===== src/rtl/wavetable_requester_if.sv =====
`default_nettype none
// +----------------------------------------------------------------------+
// | Module   : wavetable_requester_if                                    |
// | Purpose  : Request/return bundle between the wavetable requester     |
// |            and the shared wavetable ROM sharer.                      |
// | Revision : 1.0                                                       |
// +----------------------------------------------------------------------+
interface wavetable_requester_if #(
  parameter int NUM_VOICES = 32
);
  logic [NUM_VOICES-1:0] req_valid;  // one-hot (or zero) request per voice
  logic [9:0]            req_addr;   // ROM address shared by all voices
  logic [4:0]            rd_sel;     // voice whose sharer output is captured
  logic [17:0]           rd_data;    // selected sharer output, signed

  modport master (
    output req_valid,
    output req_addr,
    output rd_sel,
    input  rd_data
  );

  modport slave (
    input  req_valid,
    input  req_addr,
    input  rd_sel,
    output rd_data
  );
endinterface
`default_nettype wire


===== src/rtl/wavetable_requester.sv =====
`default_nettype none
// +----------------------------------------------------------------------+
// | Module   : wavetable_requester                                       |
// | Purpose  : Walks all voices on each sample tick, advances per-voice  |
// |            phase accumulators, issues one-hot ROM requests and sums |
// |            the returned samples into one signed mix word per frame. |
// | Options  : WT_REQ_PIPELINE_EN - overlap wait/capture with issue so   |
// |            each voice takes one cycle (default: serial 3-cycle walk)|
// | Revision : 1.0                                                       |
// +----------------------------------------------------------------------+
module wavetable_requester #(
  parameter int NUM_VOICES = 32,
  parameter int ACC_W      = 20,
  parameter int MIX_W      = 18 + $clog2(NUM_VOICES)
) (
  input  wire                     clk,
  input  wire                     rst,
  input  wire                     sample_tick,
  input  wire  [NUM_VOICES-1:0]   voice_en,
  input  wire                     inc_we,
  input  wire  [4:0]              inc_voice,
  input  wire  [ACC_W-1:0]        inc_value,
  wavetable_requester_if.master   rom,
  output logic [MIX_W-1:0]        mix_out,
  output logic                    mix_valid,
  output logic                    busy,
  output logic                    overrun
);

  localparam int c_VOICE_W = 5;
  localparam int c_ADDR_W  = 10;
  localparam int c_DATA_W  = 18;

  // Per-voice state
  logic [ACC_W-1:0]      r_acc [NUM_VOICES];
  logic [ACC_W-1:0]      r_inc [NUM_VOICES];
  logic [NUM_VOICES-1:0] r_en;

  // Frame accumulation and held outputs
  logic [MIX_W-1:0]      r_sum;
  logic [MIX_W-1:0]      w_sum_next;
  logic [MIX_W-1:0]      r_mix_out;
  logic [MIX_W-1:0]      w_rd_ext;
  logic                  r_mix_valid;
  logic                  r_overrun;
  logic [c_ADDR_W-1:0]   r_addr_hold;
  logic [c_ADDR_W-1:0]   w_req_addr;
  logic [c_VOICE_W-1:0]  r_rd_sel_hold;
  logic [c_VOICE_W-1:0]  w_rd_sel;
  logic [NUM_VOICES-1:0] w_req_valid;

  // Control strobes produced by whichever sequencer is built
  logic                  w_start;
  logic                  w_issue;
  logic [c_VOICE_W-1:0]  w_issue_voice;
  logic                  w_capture;
  logic [c_VOICE_W-1:0]  w_cap_voice;
  logic                  w_to_done;
  logic                  w_busy;

  assign w_rd_ext = {{(MIX_W-c_DATA_W){rom.rd_data[c_DATA_W-1]}}, rom.rd_data};

`ifdef WT_REQ_PIPELINE_EN
  // One voice slot per cycle; a two-stage shadow pipe tracks which voice's
  // sharer output lands two cycles after its request.
  typedef enum logic [1:0] {
    S_IDLE = 2'd0,
    S_RUN  = 2'd1,
    S_DONE = 2'd2
  } state_t;

  localparam logic [c_VOICE_W:0] c_NUM_SLOTS = (c_VOICE_W+1)'(NUM_VOICES);
  localparam logic [c_VOICE_W:0] c_LAST_CNT  = (c_VOICE_W+1)'(NUM_VOICES + 1);

  state_t               r_state;
  state_t               w_state_next;
  logic [c_VOICE_W:0]   r_cnt;
  logic                 r_p1_v;
  logic                 r_p2_v;
  logic [c_VOICE_W-1:0] r_p1_voice;
  logic [c_VOICE_W-1:0] r_p2_voice;

  // State register, slot counter and shadow pipe
  always_ff @(posedge clk or posedge rst) begin
    if (rst) begin
      r_state    <= S_IDLE;
      r_cnt      <= '0;
      r_p1_v     <= 1'b0;
      r_p2_v     <= 1'b0;
      r_p1_voice <= '0;
      r_p2_voice <= '0;
    end else begin
      r_state <= w_state_next;
      if (w_start) begin
        r_cnt  <= '0;
        r_p1_v <= 1'b0;
        r_p2_v <= 1'b0;
      end else begin
        if (r_state == S_RUN) begin
          r_cnt <= r_cnt + (c_VOICE_W+1)'(1);
        end
        r_p1_v     <= w_issue;
        r_p1_voice <= w_issue_voice;
        r_p2_v     <= r_p1_v;
        r_p2_voice <= r_p1_voice;
      end
    end
  end

  // Next state and per-cycle issue/capture strobes
  always_comb begin
    w_state_next  = r_state;
    w_start       = 1'b0;
    w_issue       = 1'b0;
    w_issue_voice = r_cnt[c_VOICE_W-1:0];
    w_capture     = 1'b0;
    w_cap_voice   = r_p2_voice;
    w_to_done     = 1'b0;
    w_busy        = 1'b0;
    case (r_state)
      S_IDLE: begin
        if (sample_tick) begin
          w_start      = 1'b1;
          w_state_next = S_RUN;
        end
      end
      S_RUN: begin
        w_busy = 1'b1;
        if (r_cnt < c_NUM_SLOTS) begin
          w_issue = r_en[w_issue_voice];
        end
        w_capture = r_p2_v;
        if (r_cnt == c_LAST_CNT) begin
          w_to_done    = 1'b1;
          w_state_next = S_DONE;
        end
      end
      S_DONE: begin
        w_state_next = S_IDLE;
      end
      default: begin
        w_state_next = S_IDLE;
      end
    endcase
  end
`else
  // Serial walk: an enabled voice costs issue, wait and capture cycles; a
  // disabled voice costs a single issue cycle with no request.
  typedef enum logic [2:0] {
    S_IDLE    = 3'd0,
    S_ISSUE   = 3'd1,
    S_WAIT    = 3'd2,
    S_CAPTURE = 3'd3,
    S_DONE    = 3'd4
  } state_t;

  state_t               r_state;
  state_t               w_state_next;
  logic [c_VOICE_W-1:0] r_voice;
  logic                 w_last;
  logic                 w_advance;

  assign w_last = (r_voice == c_VOICE_W'(NUM_VOICES - 1));

  // State register and current voice index
  always_ff @(posedge clk or posedge rst) begin
    if (rst) begin
      r_state <= S_IDLE;
      r_voice <= '0;
    end else begin
      r_state <= w_state_next;
      if (w_start) begin
        r_voice <= '0;
      end else if (w_advance) begin
        r_voice <= r_voice + c_VOICE_W'(1);
      end
    end
  end

  // Next state and per-cycle issue/capture strobes
  always_comb begin
    w_state_next  = r_state;
    w_start       = 1'b0;
    w_issue       = 1'b0;
    w_issue_voice = r_voice;
    w_capture     = 1'b0;
    w_cap_voice   = r_voice;
    w_to_done     = 1'b0;
    w_busy        = 1'b0;
    w_advance     = 1'b0;
    case (r_state)
      S_IDLE: begin
        if (sample_tick) begin
          w_start      = 1'b1;
          w_state_next = S_ISSUE;
        end
      end
      S_ISSUE: begin
        w_busy = 1'b1;
        if (r_en[r_voice]) begin
          w_issue      = 1'b1;
          w_state_next = S_WAIT;
        end else if (w_last) begin
          w_to_done    = 1'b1;
          w_state_next = S_DONE;
        end else begin
          w_advance    = 1'b1;
          w_state_next = S_ISSUE;
        end
      end
      S_WAIT: begin
        w_busy       = 1'b1;
        w_state_next = S_CAPTURE;
      end
      S_CAPTURE: begin
        w_busy    = 1'b1;
        w_capture = 1'b1;
        if (w_last) begin
          w_to_done    = 1'b1;
          w_state_next = S_DONE;
        end else begin
          w_advance    = 1'b1;
          w_state_next = S_ISSUE;
        end
      end
      S_DONE: begin
        w_state_next = S_IDLE;
      end
      default: begin
        w_state_next = S_IDLE;
      end
    endcase
  end
`endif

  // Request/capture datapath: address and read select hold when idle
  always_comb begin
    w_req_valid = '0;
    w_req_addr  = r_addr_hold;
    w_rd_sel    = r_rd_sel_hold;
    w_sum_next  = r_sum;
    if (w_issue) begin
      w_req_valid[w_issue_voice] = 1'b1;
      w_req_addr = r_acc[w_issue_voice][ACC_W-1 -: c_ADDR_W];
    end
    if (w_capture) begin
      w_rd_sel   = w_cap_voice;
      w_sum_next = r_sum + w_rd_ext;
    end
  end

  // Phase accumulators advance on issue; increment writes take effect next edge
  always_ff @(posedge clk or posedge rst) begin
    if (rst) begin
      for (int v = 0; v < NUM_VOICES; v++) begin
        r_acc[v] <= '0;
        r_inc[v] <= '0;
      end
    end else begin
      if (w_issue) begin
        r_acc[w_issue_voice] <= r_acc[w_issue_voice] + r_inc[w_issue_voice];
      end
      if (inc_we && (int'(inc_voice) < NUM_VOICES)) begin
        r_inc[inc_voice] <= inc_value;
      end
    end
  end

  // Frame bookkeeping: enables, running sum, mix result and sticky overrun
  always_ff @(posedge clk or posedge rst) begin
    if (rst) begin
      r_en          <= '0;
      r_sum         <= '0;
      r_mix_out     <= '0;
      r_mix_valid   <= 1'b0;
      r_overrun     <= 1'b0;
      r_addr_hold   <= '0;
      r_rd_sel_hold <= '0;
    end else begin
      r_mix_valid <= w_to_done;
      if (w_start) begin
        r_en  <= voice_en;
        r_sum <= '0;
      end else if (w_capture) begin
        r_sum <= w_sum_next;
      end
      if (w_to_done) begin
        r_mix_out <= w_sum_next;
      end
      if (sample_tick && w_busy) begin
        r_overrun <= 1'b1;
      end
      if (w_issue) begin
        r_addr_hold <= w_req_addr;
      end
      if (w_capture) begin
        r_rd_sel_hold <= w_cap_voice;
      end
    end
  end

  assign rom.req_valid = w_req_valid;
  assign rom.req_addr  = w_req_addr;
  assign rom.rd_sel    = w_rd_sel;
  assign mix_out       = r_mix_out;
  assign mix_valid     = r_mix_valid;
  assign busy          = w_busy;
  assign overrun       = r_overrun;

endmodule
`default_nettype wire


===== src/flat_wrapper.sv =====
// flat-port wrapper written by rule: the top's interface ports become plain ports
module wavetable_requester_flat 
#(
  parameter int NUM_VOICES = 32,
  parameter int ACC_W      = 20,
  parameter int MIX_W      = 18 + $clog2(NUM_VOICES)
)
  (clk, rst, sample_tick, voice_en, inc_we, inc_voice, inc_value, mix_out, mix_valid, busy, overrun, rom_req_valid, rom_req_addr, rom_rd_sel, rom_rd_data);
  wavetable_requester_if #(.NUM_VOICES(NUM_VOICES)) rom_i ();
  input  wire clk;
  input  wire rst;
  input  wire sample_tick;
  input  wire  [NUM_VOICES-1:0] voice_en;
  input  wire inc_we;
  input  wire  [4:0] inc_voice;
  input  wire  [ACC_W-1:0] inc_value;
  output logic [MIX_W-1:0] mix_out;
  output logic mix_valid;
  output logic busy;
  output logic overrun;
  output wire logic [$bits(rom_i.req_valid)-1:0] rom_req_valid;
  output wire logic [$bits(rom_i.req_addr)-1:0] rom_req_addr;
  output wire logic [$bits(rom_i.rd_sel)-1:0] rom_rd_sel;
  input wire logic [$bits(rom_i.rd_data)-1:0] rom_rd_data;
  assign rom_req_valid = rom_i.req_valid;
  assign rom_req_addr = rom_i.req_addr;
  assign rom_rd_sel = rom_i.rd_sel;
  assign rom_i.rd_data = rom_rd_data;
  wavetable_requester #(.NUM_VOICES(NUM_VOICES), .ACC_W(ACC_W), .MIX_W(MIX_W)) u_core (.clk(clk), .rst(rst), .sample_tick(sample_tick), .voice_en(voice_en), .inc_we(inc_we), .inc_voice(inc_voice), .inc_value(inc_value), .rom(rom_i), .mix_out(mix_out), .mix_valid(mix_valid), .busy(busy), .overrun(overrun));
endmodule

===== config.mk =====
export PLATFORM = sky130hd
export DESIGN_NAME = wavetable_requester_flat
export DESIGN_NICKNAME = d
export VERILOG_FILES = /design/src/rtl/wavetable_requester_if.sv /design/src/rtl/wavetable_requester.sv /design/src/flat_wrapper.sv
export SDC_FILE = /design/constraint.sdc
export NUM_CORES = 2
export LEC_CHECK = 0
export ABC_AREA = 1
export BUFFER_PORTS_ARGS = -buffer_cell sky130_fd_sc_hd__buf_2
export CAP_MARGIN = 10
export CORE_UTILIZATION = 30
export CTS_CLUSTER_DIAMETER = 60
export DETAILED_ROUTE_END_ITERATION = 8
export HOLD_SLACK_MARGIN = 0.02
export PLACE_DENSITY_LB_ADDON = 0.12
export SETUP_SLACK_MARGIN = 0.5
export SLEW_MARGIN = 40
export SYNTH_ARGS = -nofsm -noshare
export SYNTH_HDL_FRONTEND = slang
export SYNTH_SLANG_ARGS = --single-unit

===== constraint.sdc =====
create_clock -name clk -period 50.2 [get_ports clk]
set_input_delay 5.02 -clock clk [delete_from_list [all_inputs] [get_ports clk]]
set_output_delay 5.02 -clock clk [all_outputs]
set_load 0.05 [all_outputs]

==> results.yml <==
status:
  status: "complete, but fails checks"
  violated_checks: "DRC"
clock_network:
  tritoncts_clock_tree: "yes"
  cts-resized-gates: 0
  cts.clk_slew.worst_paths_ps: 60
  hold_buffers: 0
  cts_made_buffers: 170
  postCtsSetupBuffers: 0
  ctsLongestPathBuffers: 3
  clock_sink_count: 1383
  cts.htree.levels: 4
  cts_root_buf: "sky130_fd_sc_hd__clkbuf_16"
  clock_insertion_delay_worst_skew_ps: 840
sta:
  post-route-worst-setup-slack_ps: 39220
  setup_total_negative_slack_ps: 0
  final.min_clock_period_ps: 10980
  rsz0062_at_grt: "false"
  report.final.slew_viol_count: 0
  worst_clock_skew_ps: 60.6
  slew_headroom_pct: 40.8
  timing.final.setup_violations: 0
  worstMarginPinSlew_ps: 885
  post-route-period-util_pct: 21.9
  final_hold_viol_count: 0
  maximum_frequency_from_static_timing_analysis_mhz: 91.0
  fin_worst_hold_slack_ps: 458
synth:
  asyncSetResetFlopFracSynth_pct: 100
  synth_ff_type: "sky130_fd_sc_hd__dfrtp_1"
  synth_cell_types: 47
  synth_fp_nets: 7999
  syn_inst: 7872
  synth_top_cells_by_area: "sky130_fd_sc_hd__dfrtp_1, sky130_fd_sc_hd__nand2_1, sky130_fd_sc_hd__o21ai_0"
  post-synth-top-area-cell: "sky130_fd_sc_hd__dfrtp_1"
  syn-cell-area_mm2: 0.0642
  post_synth.cell_area_avg_um2: 8.16
  synth_seq_area_share_pct: 53.9
  number_of_flops_mapped_to_enable_cells_by_yosys: 0
  synth_top_area_share_pct: 53.9
  synth.yosys.warnings: 0
  postSynthRegisterBits: 1383
die:
  fp.coreArea_mm2: 0.213
  die_y_um: 465
  fp-row-count: 169
  die_w_um: 465
  start_util_pct: 30.2
  ios: 152
  dieArea_mm2: 0.216
setup_path:
  critical_path_maximum_fanout: 64
  crit_path_top_delay_cell: "sky130_fd_sc_hd__buf_4"
  setup.worst_path.class: "reg2out"
  required_ps: 45180
  setup.worst_path.end_class: "primary output"
  path_delay_family: "buffers and inverters"
  path_cells: "buf_12, buf_4, buf_12, buf_4, buf_4, buf_4, o21ai_0, o22ai_1, a22o_1, nor2_1, nand2_1, nand2_1, nand2_1, buf_2"
  worstPathBufferInverterCount: 7
  timing.critical_path.arrival_ps: 5960
  crit_path_start_kind: "flop"
  worst_path_most_repeated_cell: "sky130_fd_sc_hd__buf_4"
  cp_slowest_stage_delay_ps: 720
pwr:
  switching_share_pct: 47.7
  power.share.combinational_pct: 46.5
  p_int_mw: 2.67
  power.ir.vdd_worst_mv: 0.0810
  fraction_of_power_consumed_by_the_clock_network_pct: 24.9
  netSwitchingPower_mw: 2.43
  static-leakage-power_nw: 33.8
  power_frac_seq_pct: 28.7
  power.density_mw_per_mm2: 69.6
layout:
  area.growth.synth_to_final_pct: 13.9
  layout.filler_cells: 22400
  postLayoutCellArea_mm2: 0.0732
  post_layout_nonfiller_instances: 10700
  fin_nets: 7837
  layout-drive-gt1-share_pct: 8.42
placed_design:
  gp_congestion: 0.818
  pre_cts_slack_ps: 39800
  place_inst: 10400
  placedInstanceArea_mm2: 0.0672
  detailedPlacementHpwl_um: 139000
  io_buffers: 151
route:
  wl_per_cell_um: 22.0
  drc: 48
  final_antenna_net_count: 0
  routed_wl_um: 234000
  detailed_routing_iterations_pass_1: 8
  drt_first_iter_violations: 4987
  vias_per_cell: 5.07
  detailroute.via_count: 54100
global_routing:
  global_route_total_overflow: 0
  grt_util_all_layers_pct: 21.5
  first_pass_grt_wire_length_um: 354000
  pin_count_of_the_biggest_net_entering_global_routing: 168
  first_global_vias: 52800
  grt_antenna_before_repair: 5
flow_run:
  drv_cap: 0
min_path:
  min_path_type: "reg2reg"
-- stage by stage --
step,power (mW),util [%]
final,5.10,34.4
after global routing,5.42,34.4
after CTS,5.14,34.4
after detailed placement,3.85,31.6
after global placement,3.82,31.6
after floorplan,2.91,-
-- cell families after synthesis --
kind of cell / after synthesis / share of synthesized area, %
buf+inv: 948 / 6.19
compound gates: 2413 / 19.8
xor+xnor: 24 / 0.327
flops: 1383 / 53.9
fa+ha+maj: 48 / 0.958
simple gates: 3056 / 18.9
-- worst paths after layout --
| kind | start | endpoint | slack, ps | cells after the start |
|---|---|---|---|---|
| setup / recovery | u_core.r_voice[0]$_DFFE_PP0P_ | rom_req_addr[8] | 39220 | 14 |
| hold / removal | u_core.overrun$_DFFE_PP0P_ | u_core.overrun$_DFFE_PP0P_ | 460 | 1 |
| setup reg to reg | u_core.r_voice[1]$_DFFE_PP0P_ | u_core.r_acc[199]$_DFFE_PP0P_ | 42970 | 20 |
| hold reg to reg | u_core.overrun$_DFFE_PP0P_ | u_core.overrun$_DFFE_PP0P_ | 460 | 1 |
| max in group asynchronous | rst | u_core.r_inc[274]$_DFFE_PP0P_ | 43130 | 6 |
| min in group asynchronous | rst | u_core.r_inc[358]$_DFFE_PP0P_ | 4320 | 2 |
-- metal layers --
layer | part of all wire [%] | global-route usage (%) | up-vias
li1 | - | - | 25800
met1 | 48 | 30.8 | 26600
met2 | 45 | 34.2 | 1392
met3 | 4.8 | 2.91 | 292
met4 | 2.3 | 5.39 | 0
met5 | 0 | 0 | -
-- layout make-up --
type | instances | area, um2 | share of cell area [%]
antenna | 2 | 5.00 | 0.00684
clock buffer | 259 | 5030 | 6.87
clock inverter | 53 | 762 | 1.04
inverter | 316 | 1230 | 1.68
multi-input combinational | 5541 | 25900 | 35.4
sequential | 1383 | 34600 | 47.3
tap | 2821 | 3530 | 4.82
timing repair buffer | 298 | 2120 | 2.90
-- synthesized netlist by cell type, types with 2 or more instances --
library cell,number
sky130_fd_sc_hd__nor3b_1,3
sky130_fd_sc_hd__inv_1,300
sky130_fd_sc_hd__nand4_1,39
sky130_fd_sc_hd__buf_4,19
sky130_fd_sc_hd__nor4b_1,4
sky130_fd_sc_hd__a22o_1,64
sky130_fd_sc_hd__o211ai_1,2
sky130_fd_sc_hd__nand3b_1,6
sky130_fd_sc_hd__a21o_1,9
sky130_fd_sc_hd__nand3_4,4
sky130_fd_sc_hd__nand2_4,17
sky130_fd_sc_hd__a21oi_1,233
sky130_fd_sc_hd__buf_6,13
sky130_fd_sc_hd__ha_1,46
sky130_fd_sc_hd__o21bai_1,6
sky130_fd_sc_hd__or2_1,2
sky130_fd_sc_hd__inv_6,2
sky130_fd_sc_hd__dfrtp_1,1383
sky130_fd_sc_hd__a221oi_1,4
sky130_fd_sc_hd__o21ai_0,1318
sky130_fd_sc_hd__or3_1,21
sky130_fd_sc_hd__clkbuf_1,386
sky130_fd_sc_hd__nand2_2,6
sky130_fd_sc_hd__nor4_1,3
sky130_fd_sc_hd__nor3_2,2
sky130_fd_sc_hd__clkinv_1,4
sky130_fd_sc_hd__nor3_4,3
sky130_fd_sc_hd__or2_2,4
sky130_fd_sc_hd__o22ai_1,241
sky130_fd_sc_hd__fa_1,2
sky130_fd_sc_hd__o31ai_1,2
sky130_fd_sc_hd__and2_1,2
sky130_fd_sc_hd__nor2_1,666
sky130_fd_sc_hd__nor2_2,2
sky130_fd_sc_hd__nand2_1,2129
sky130_fd_sc_hd__nor3_1,19
sky130_fd_sc_hd__inv_2,9
sky130_fd_sc_hd__o21ai_1,530
sky130_fd_sc_hd__nand3_1,123
sky130_fd_sc_hd__xor2_1,19
sky130_fd_sc_hd__buf_2,187
sky130_fd_sc_hd__o21a_1,3
sky130_fd_sc_hd__xnor2_1,5
sky130_fd_sc_hd__buf_1,27
-- sequential cells by signal (all words and copies together), names as in the netlist --
| signal | flops |
|---|---|
| u_core.mix_out | 23 |
| u_core.mix_valid | 1 |
| u_core.overrun | 1 |
| u_core.r_acc | 640 |
| u_core.r_addr_hold | 10 |
| u_core.r_en | 32 |
| u_core.r_inc | 640 |
| u_core.r_rd_sel_hold | 5 |
| u_core.r_state | 3 |
| u_core.r_sum | 23 |
| u_core.r_voice | 5 |
-- power by group through the flow --
stage	registers [mW]	logic, mW	clock network (mW)
global route	1.49	2.59	1.35
floorplan	1.45	1.46	0
detailed placement	1.49	2.36	0
finish	1.46	2.37	1.27
global placement	1.49	2.34	0
CTS	1.47	2.37	1.30
-- cells in the final DEF, fill, tap and decap left out, types with 5 or more instances in the layout --
master | netlist | routed
sky130_fd_sc_hd__a21o_1 | 9 | 9
sky130_fd_sc_hd__a21oi_1 | 233 | 233
sky130_fd_sc_hd__a22o_1 | 64 | 64
sky130_fd_sc_hd__buf_12 | 0 | 8
sky130_fd_sc_hd__buf_2 | 187 | 151
sky130_fd_sc_hd__buf_4 | 19 | 117
sky130_fd_sc_hd__buf_6 | 13 | 14
sky130_fd_sc_hd__bufinv_16 | 0 | 10
sky130_fd_sc_hd__clkbuf_1 | 386 | 46
sky130_fd_sc_hd__clkbuf_16 | 0 | 171
sky130_fd_sc_hd__clkbuf_8 | 0 | 43
sky130_fd_sc_hd__clkinv_16 | 0 | 5
sky130_fd_sc_hd__clkinv_2 | 0 | 14
sky130_fd_sc_hd__clkinv_4 | 0 | 5
sky130_fd_sc_hd__clkinvlp_4 | 0 | 7
sky130_fd_sc_hd__dfrtp_1 | 1383 | 1381
sky130_fd_sc_hd__ha_1 | 46 | 46
sky130_fd_sc_hd__inv_1 | 300 | 283
sky130_fd_sc_hd__inv_2 | 9 | 23
sky130_fd_sc_hd__inv_6 | 2 | 9
sky130_fd_sc_hd__nand2_1 | 2129 | 2124
sky130_fd_sc_hd__nand2_2 | 6 | 6
sky130_fd_sc_hd__nand2_4 | 17 | 22
sky130_fd_sc_hd__nand3_1 | 123 | 122
sky130_fd_sc_hd__nand3b_1 | 6 | 6
sky130_fd_sc_hd__nand4_1 | 39 | 39
sky130_fd_sc_hd__nor2_1 | 666 | 662
sky130_fd_sc_hd__nor3_1 | 19 | 17
sky130_fd_sc_hd__o21ai_0 | 1318 | 1318
sky130_fd_sc_hd__o21ai_1 | 530 | 530
sky130_fd_sc_hd__o21bai_1 | 6 | 6
sky130_fd_sc_hd__o22ai_1 | 241 | 241
sky130_fd_sc_hd__or3_1 | 21 | 21
sky130_fd_sc_hd__xor2_1 | 19 | 10
sky130_fd_sc_hd__xor2_4 | 0 | 5
Power figures use the tool's default switching activity.
